`config.mk`:
```
export PLATFORM = sky130hd
export DESIGN_NAME = ram_sdp_be_clr_flat
export DESIGN_NICKNAME = d
export VERILOG_FILES = /design/src/rtl/ram_sdp_be_clr_if.sv /design/src/rtl/ram_sdp_be_clr.sv /design/src/flat_wrapper.sv
export SDC_FILE = /design/constraint.sdc
export NUM_CORES = 2
export LEC_CHECK = 0
export CELL_PAD_IN_SITES_DETAIL_PLACEMENT = 1
export CELL_PAD_IN_SITES_GLOBAL_PLACEMENT = 2
export CORE_AREA = 2 2 549 551
export DETAILED_ROUTE_END_ITERATION = 7
export DIE_AREA = 0 0 551 553
export GPL_TIMING_DRIVEN = 0
export PLACE_DENSITY = 0.88
export SLEW_MARGIN = 5
export SYNTH_ARGS = -nofsm -noshare
export SYNTH_HDL_FRONTEND = slang
export SYNTH_SLANG_ARGS = --single-unit
```
`constraint.sdc`:
```
create_clock -name clk -period 9.8 [get_ports clk]
set_clock_uncertainty 0.2 [all_clocks]
set_input_delay 1.47 -clock clk [delete_from_list [all_inputs] [get_ports clk]]
set_output_delay 1.47 -clock clk [all_outputs]
set_load 0.01 [all_outputs]
```
`src/rtl/ram_sdp_be_clr_if.sv`:
```
// Write/read/clear bundle for the simple-dual-port byte-enable RAM.
// The master side issues requests; the slave side is the RAM.
interface ram_sdp_be_clr_if #(
    parameter int DATA_WIDTH = 32,
    parameter int ADDR_WIDTH = 7,
    parameter int BYTE_WIDTH = 8
);
    localparam int NB = DATA_WIDTH / BYTE_WIDTH;

    logic                  clear;
    logic                  ready;
    logic                  we;
    logic [ADDR_WIDTH-1:0] waddr;
    logic [NB-1:0]         wbe;
    logic [DATA_WIDTH-1:0] wdata;
    logic                  re;
    logic [ADDR_WIDTH-1:0] raddr;
    logic [DATA_WIDTH-1:0] rdata;
    logic                  rvalid;

    modport master (
        output clear, we, waddr, wbe, wdata, re, raddr,
        input  ready, rdata, rvalid
    );

    modport slave (
        input  clear, we, waddr, wbe, wdata, re, raddr,
        output ready, rdata, rvalid
    );
endinterface

```
`src/rtl/ram_sdp_be_clr.sv`:
```
// Simple-dual-port RAM with byte enables, registered read, selectable
// read-during-write policy and a sweep engine that clears the array.
module ram_sdp_be_clr #(
    parameter int                    DATA_WIDTH     = 32,
    parameter int                    ADDR_WIDTH     = 7,
    parameter int                    BYTE_WIDTH     = 8,
    parameter int                    RDW_MODE       = 0,
    parameter int                    CLEAR_ON_RESET = 1,
    parameter logic [DATA_WIDTH-1:0] CLEAR_VALUE    = '0
) (
    input logic              clk,
    input logic              reset_n,
    ram_sdp_be_clr_if.slave  bus
);
    localparam int NB    = DATA_WIDTH / BYTE_WIDTH;
    localparam int DEPTH = 2 ** ADDR_WIDTH;

    if (DATA_WIDTH % BYTE_WIDTH != 0) begin : g_bad_width
        $fatal(1, "DATA_WIDTH must be a multiple of BYTE_WIDTH");
    end

    typedef enum logic {ST_IDLE, ST_CLEAR} state_t;

    localparam state_t RST_STATE = (CLEAR_ON_RESET != 0) ? ST_CLEAR : ST_IDLE;
    localparam logic   RST_READY = (CLEAR_ON_RESET == 0);
    localparam logic [ADDR_WIDTH:0] LAST_CNT = {1'b0, {ADDR_WIDTH{1'b1}}};

    logic [DATA_WIDTH-1:0] mem [DEPTH];

    state_t                state_q, state_d;
    logic [ADDR_WIDTH:0]   cnt_q, cnt_d;
    logic                  ready_q, ready_d;
    logic                  rvalid_q, rvalid_d;
    logic [DATA_WIDTH-1:0] rdata_q, rdata_d;

    logic                  mem_we;
    logic [ADDR_WIDTH-1:0] mem_addr;
    logic [NB-1:0]         mem_be;
    logic [DATA_WIDTH-1:0] mem_wdata;
    logic [DATA_WIDTH-1:0] rd_old;
    logic [DATA_WIDTH-1:0] rd_merged;
    logic                  rd_hit;

    // Word the read port would see if the concurrent write landed first.
    always_comb begin
        rd_old    = mem[bus.raddr];
        rd_merged = rd_old;
        for (int i = 0; i < NB; i++) begin
            if (bus.wbe[i]) begin
                rd_merged[i*BYTE_WIDTH +: BYTE_WIDTH] =
                    bus.wdata[i*BYTE_WIDTH +: BYTE_WIDTH];
            end
        end
        rd_hit = bus.we && (bus.waddr == bus.raddr);
    end

    always_comb begin
        state_d   = state_q;
        cnt_d     = cnt_q;
        ready_d   = ready_q;
        rvalid_d  = 1'b0;
        rdata_d   = rdata_q;
        mem_we    = 1'b0;
        mem_addr  = bus.waddr;
        mem_be    = bus.wbe;
        mem_wdata = bus.wdata;
        unique case (state_q)
            ST_IDLE: begin
                mem_we = bus.we;
                if (bus.re) begin
                    rvalid_d = 1'b1;
                    if ((RDW_MODE != 0) && rd_hit) begin
                        rdata_d = rd_merged;
                    end else begin
                        rdata_d = rd_old;
                    end
                end
                if (bus.clear) begin
                    state_d = ST_CLEAR;
                    cnt_d   = '0;
                    ready_d = 1'b0;
                end
            end
            ST_CLEAR: begin
                mem_we    = 1'b1;
                mem_addr  = cnt_q[ADDR_WIDTH-1:0];
                mem_be    = '1;
                mem_wdata = CLEAR_VALUE;
                cnt_d     = cnt_q + 1'b1;
                if (cnt_q == LAST_CNT) begin
                    state_d = ST_IDLE;
                    ready_d = 1'b1;
                end
            end
        endcase
    end

    always_ff @(posedge clk or negedge reset_n) begin
        if (!reset_n) begin
            state_q  <= RST_STATE;
            cnt_q    <= '0;
            ready_q  <= RST_READY;
            rvalid_q <= 1'b0;
            rdata_q  <= '0;
        end else begin
            state_q  <= state_d;
            cnt_q    <= cnt_d;
            ready_q  <= ready_d;
            rvalid_q <= rvalid_d;
            rdata_q  <= rdata_d;
        end
    end

    // Array has no reset so it maps onto block RAM.
    always_ff @(posedge clk) begin
        for (int i = 0; i < NB; i++) begin
            if (mem_we && mem_be[i]) begin
                mem[mem_addr][i*BYTE_WIDTH +: BYTE_WIDTH] <=
                    mem_wdata[i*BYTE_WIDTH +: BYTE_WIDTH];
            end
        end
    end

    assign bus.ready  = ready_q;
    assign bus.rvalid = rvalid_q;
    assign bus.rdata  = rdata_q;
endmodule

```
`src/flat_wrapper.sv`:
```
// flat-port wrapper written by rule: the top's interface ports become plain ports
module ram_sdp_be_clr_flat 
#(
    parameter int                    DATA_WIDTH     = 32,
    parameter int                    ADDR_WIDTH     = 7,
    parameter int                    BYTE_WIDTH     = 8,
    parameter int                    RDW_MODE       = 0,
    parameter int                    CLEAR_ON_RESET = 1,
    parameter logic [DATA_WIDTH-1:0] CLEAR_VALUE    = '0
)
  (clk, reset_n, bus_clear, bus_we, bus_waddr, bus_wbe, bus_wdata, bus_re, bus_raddr, bus_ready, bus_rdata, bus_rvalid);
  ram_sdp_be_clr_if #(.DATA_WIDTH(DATA_WIDTH), .ADDR_WIDTH(ADDR_WIDTH), .BYTE_WIDTH(BYTE_WIDTH)) bus_i ();
  input logic clk;
  input logic reset_n;
  input wire logic [$bits(bus_i.clear)-1:0] bus_clear;
  input wire logic [$bits(bus_i.we)-1:0] bus_we;
  input wire logic [$bits(bus_i.waddr)-1:0] bus_waddr;
  input wire logic [$bits(bus_i.wbe)-1:0] bus_wbe;
  input wire logic [$bits(bus_i.wdata)-1:0] bus_wdata;
  input wire logic [$bits(bus_i.re)-1:0] bus_re;
  input wire logic [$bits(bus_i.raddr)-1:0] bus_raddr;
  output wire logic [$bits(bus_i.ready)-1:0] bus_ready;
  output wire logic [$bits(bus_i.rdata)-1:0] bus_rdata;
  output wire logic [$bits(bus_i.rvalid)-1:0] bus_rvalid;
  assign bus_i.clear = bus_clear;
  assign bus_i.we = bus_we;
  assign bus_i.waddr = bus_waddr;
  assign bus_i.wbe = bus_wbe;
  assign bus_i.wdata = bus_wdata;
  assign bus_i.re = bus_re;
  assign bus_i.raddr = bus_raddr;
  assign bus_ready = bus_i.ready;
  assign bus_rdata = bus_i.rdata;
  assign bus_rvalid = bus_i.rvalid;
  ram_sdp_be_clr #(.DATA_WIDTH(DATA_WIDTH), .ADDR_WIDTH(ADDR_WIDTH), .BYTE_WIDTH(BYTE_WIDTH), .RDW_MODE(RDW_MODE), .CLEAR_ON_RESET(CLEAR_ON_RESET), .CLEAR_VALUE(CLEAR_VALUE)) u_core (.clk(clk), .reset_n(reset_n), .bus(bus_i));
endmodule
```
==> summary.txt <==
CTS
  • Maximum root-to-sink buffer count: 4
  • Clock transition at the registers of the reported paths: 0.07 ns
  • CTS H-tree depth: 5
  • Clock buffer count from CTS: slightly above 400
  • CTS resizes: 0
  • CTS Hold Bufs: 0
  • CTS Root Buffer Type: sky130_fd_sc_hd__clkbuf_16
  • Sink Count: 4139
  • Post-CTS setup buffer count: 0
  • Worst skew pair latency: 1.03 ns
  • CTS tree: yes

Yosys
  • Net count of the mapped netlist: 8078
  • Share of flip-flops with an asynchronous set or reset after synthesis: 1.04%
  • Number of enable flip-flop cells after synthesis: 4096
  • Cell type contributing the most total cell area after synthesis: sky130_fd_sc_hd__edfxtp_1
  • Number of instances in the synthesized netlist: 8022
  • Number of warnings issued by yosys: 0
  • Leading cell type by number of instances after synthesis: sky130_fd_sc_hd__edfxtp_1
  • Dominant register cell in the synthesized netlist: sky130_fd_sc_hd__edfxtp_1
  • Netlist area before placement: 161000 µm²
  • Synth area leaders: sky130_fd_sc_hd__edfxtp_1 (76%), sky130_fd_sc_hd__mux4_2 (9.7%), sky130_fd_sc_hd__mux2i_1 (5.0%)
  • Register area share after synthesis: between 70 and 80%
  • Post-Syn Area per Cell: 20.1 µm²
  • Flip-flop and latch count after synthesis: 4139
  • Cell variety after synth: 52
  • List of most frequent post-synthesis cells: sky130_fd_sc_hd__edfxtp_1 (4096), sky130_fd_sc_hd__mux2i_1 (808), sky130_fd_sc_hd__mux4_2 (691)
  • Area fraction of the dominant cell type after synthesis: 76.4%

Min path
  • Worst min path class: input pin to async pin

Drt
  • Detailed Route Iter0 Violations: 16900
  • Mean routed wirelength per cell: 46.5 µm
  • Routed via count: 93900
  • First-pass DRT Iterations: 6
  • Final Routed Wirelength: approximately 600 mm
  • Residual antenna-violating net count after detailed routing: 0
  • Drt via density: 7.21
  • Remaining routing DRC violations: 0

Setup path
  • Classification of the worst setup path: input pin to register
  • Highest net fanout along the worst path: 10
  • Arrival time of the worst setup path: roughly 8 ns
  • Type of element launching the critical path: input pin
  • Crit. End Element: register
  • Data required time at the worst endpoint: between 10 and 15 ns

Timing
  • Final hold viol count: 0
  • Peak Freq: between 100 and 150 MHz
  • Min Hold Slack: between 0.15 and 0.2 ns
  • Pin slew with the least headroom to its limit: 1.56 ns
  • Setup Total Neg Slack: 0 ns
  • Setup repair after global routing missed its margin: false
  • Share of the clock period used by the worst path after layout: 74.2%
  • Headroom to the max-slew limit: -3.73%
  • Fin crit period: 7.27 ns
  • Smallest setup slack after layout: 2.53 ns
  • Max Transition Viols Final: 36
  • Count of final setup violators: 0

Placed design
  • Post-placement setup slack: 2.06 ns
  • Sum of net half-perimeters after detailed placement: 427 mm
  • GP Congestion: a little over 1
  • IO buf count: 84

GRT
  • Number of global-route vias before repair: ~93000
  • Total global routing overflow: 0
  • Antenna violations before repair: 64
  • Maximum number of pins on one net before global-route repair: 49
  • Wire length of the first global-routing pass: 808 mm
  • Total global-route track usage: 39.7%

Flow run
  • Max-Cap Viols: 8

Pwr
  • Peak supply drop: 0.177 mV
  • Leakage power summed over all cells: 60.3 nW
  • Cell Pwr Density: about 230 nW/µm²
  • Final total power: around 0.042 W

Die
  • CORE AREA: 299000 µm²
  • Full die area: 305000 µm²
  • Standard-cell rows: 201
  • Effective utilization at floorplan: 53.9%
  • # IOs: between 80 and 90
  • Die W: 551 µm
  • Die Span Y: 553 µm

Final layout
  • Area added between synthesis and finish: 14.3%
  • Fraction of final layout cells with drive strength greater than 1: 20.3%
  • Number of nets in the finished design: 8736
  • Filler cell count in the final layout: 24900

Run status
  • Result of the run: complete, but fails checks
  • Failing checks: capacitance limit, slew limit
==> registers in the layout (all words and copies together) (netlist names) <==
name and cells:
u_core.bus.ready 1, u_core.state_q 1, u_core.bus.rdata 32, u_core.mem 4096, u_core.bus.rvalid 1, u_core.cnt_q 8
==> cell type report <==
type | instances | area (µm²) | share of cell area, %
antenna | 36 | 90.1 | 0.0490
buffer | 519 | 2840 | 1.54
clock buffer | 500 | 10700 | 5.80
clock inverter | 246 | 2600 | 1.41
inverter | 7 | 26.3 | 0.0143
multi-input combinational | 3357 | 34500 | 18.8
sequential | 4139 | 124000 | 67.5
tap | 3958 | 4950 | 2.69
timing repair buffer | 248 | 4130 | 2.25
==> cell families after synthesis <==
| logic type | synth area share, % |
|---|---|
| multiplexers | 15.0 |
| flip-flops | 77.1 |
| AO/OA/AOI/OAI | 3.31 |
| AND/OR/NAND/NOR | 2.84 |
| buffers and inverters | 1.75 |
| adder cells (fa/ha/maj) | 0.00777 |
==> critical path, stage by stage <==
cell,delay [ns]
sky130_fd_sc_hd__clkdlybuf4s50_1,1.16
sky130_fd_sc_hd__buf_2,0.82
sky130_fd_sc_hd__nand2b_1,0.49
sky130_fd_sc_hd__clkbuf_1,1.01
sky130_fd_sc_hd__buf_1,0.56
sky130_fd_sc_hd__o22ai_1,0.31
sky130_fd_sc_hd__nor3_1,1.16
sky130_fd_sc_hd__o211ai_1,0.70
sky130_fd_sc_hd__nand3_1,0.21
==> cells in the final DEF (no fill, tap or decap), types with 109 or more instances in the layout <==
cell,instances
sky130_fd_sc_hd__mux2i_1,807
sky130_fd_sc_hd__clkbuf_1,286
sky130_fd_sc_hd__mux4_2,691
sky130_fd_sc_hd__nand2_1,109
sky130_fd_sc_hd__nor3_1,129
sky130_fd_sc_hd__nor2_1,576
sky130_fd_sc_hd__clkbuf_16,411
sky130_fd_sc_hd__o22ai_1,253
sky130_fd_sc_hd__a22oi_1,118
sky130_fd_sc_hd__edfxtp_1,4096
sky130_fd_sc_hd__buf_12,126
==> path summary, 6_finish.rpt <==
check	to	slack, ns	cells past startpoint	start
setup / recovery	u_core.bus.rdata[12]$_DFFE_PN0P_	2.53	9	bus_raddr[3]
hold / removal	u_core.bus.rdata[22]$_DFFE_PN0P_	0.20	1	reset_n
setup reg to reg	u_core.mem[64][31]$_DFFE_PP_	4.17	8	u_core.state_q$_DFF_PN1_
hold reg to reg	u_core.bus.ready$_DFFE_PN0P_	0.33	1	u_core.bus.ready$_DFFE_PN0P_
max in group asynchronous	u_core.state_q$_DFF_PN1_	8.53	2	reset_n
min in group clk	u_core.bus.ready$_DFFE_PN0P_	0.33	1	u_core.bus.ready$_DFFE_PN0P_
==> where the power goes <==
part / switching, W / internal, W / leakage [nW]
clock network: 0.00702 / 0.00889 / 6.42
logic: 0.00399 / 0.00129 / 15.3
registers: 0.000428 / 0.0201 / 38.5
==> per-layer routing <==
layer,vias to the layer above,part of all wire (%),global-route usage (%)
met3,2064,14,13.1
met1,48600,32,48.1
met4,30,10,31.9
li1,34400,-,-
met5,-,0.033,0
met2,8760,44,58.4
==> stage by stage <==
step,instances,utilization [%],cell area (µm²)
2_1_floorplan,8022,-,161000
3_3_place_gp,12100,55.8,167000
3_5_place_dp,12200,57.0,170000
4_1_cts,13000,61.5,184000
5_1_grt,13000,61.5,184000
6_report,13000,61.5,184000
Note: power is estimated with default switching activity, not from simulation.
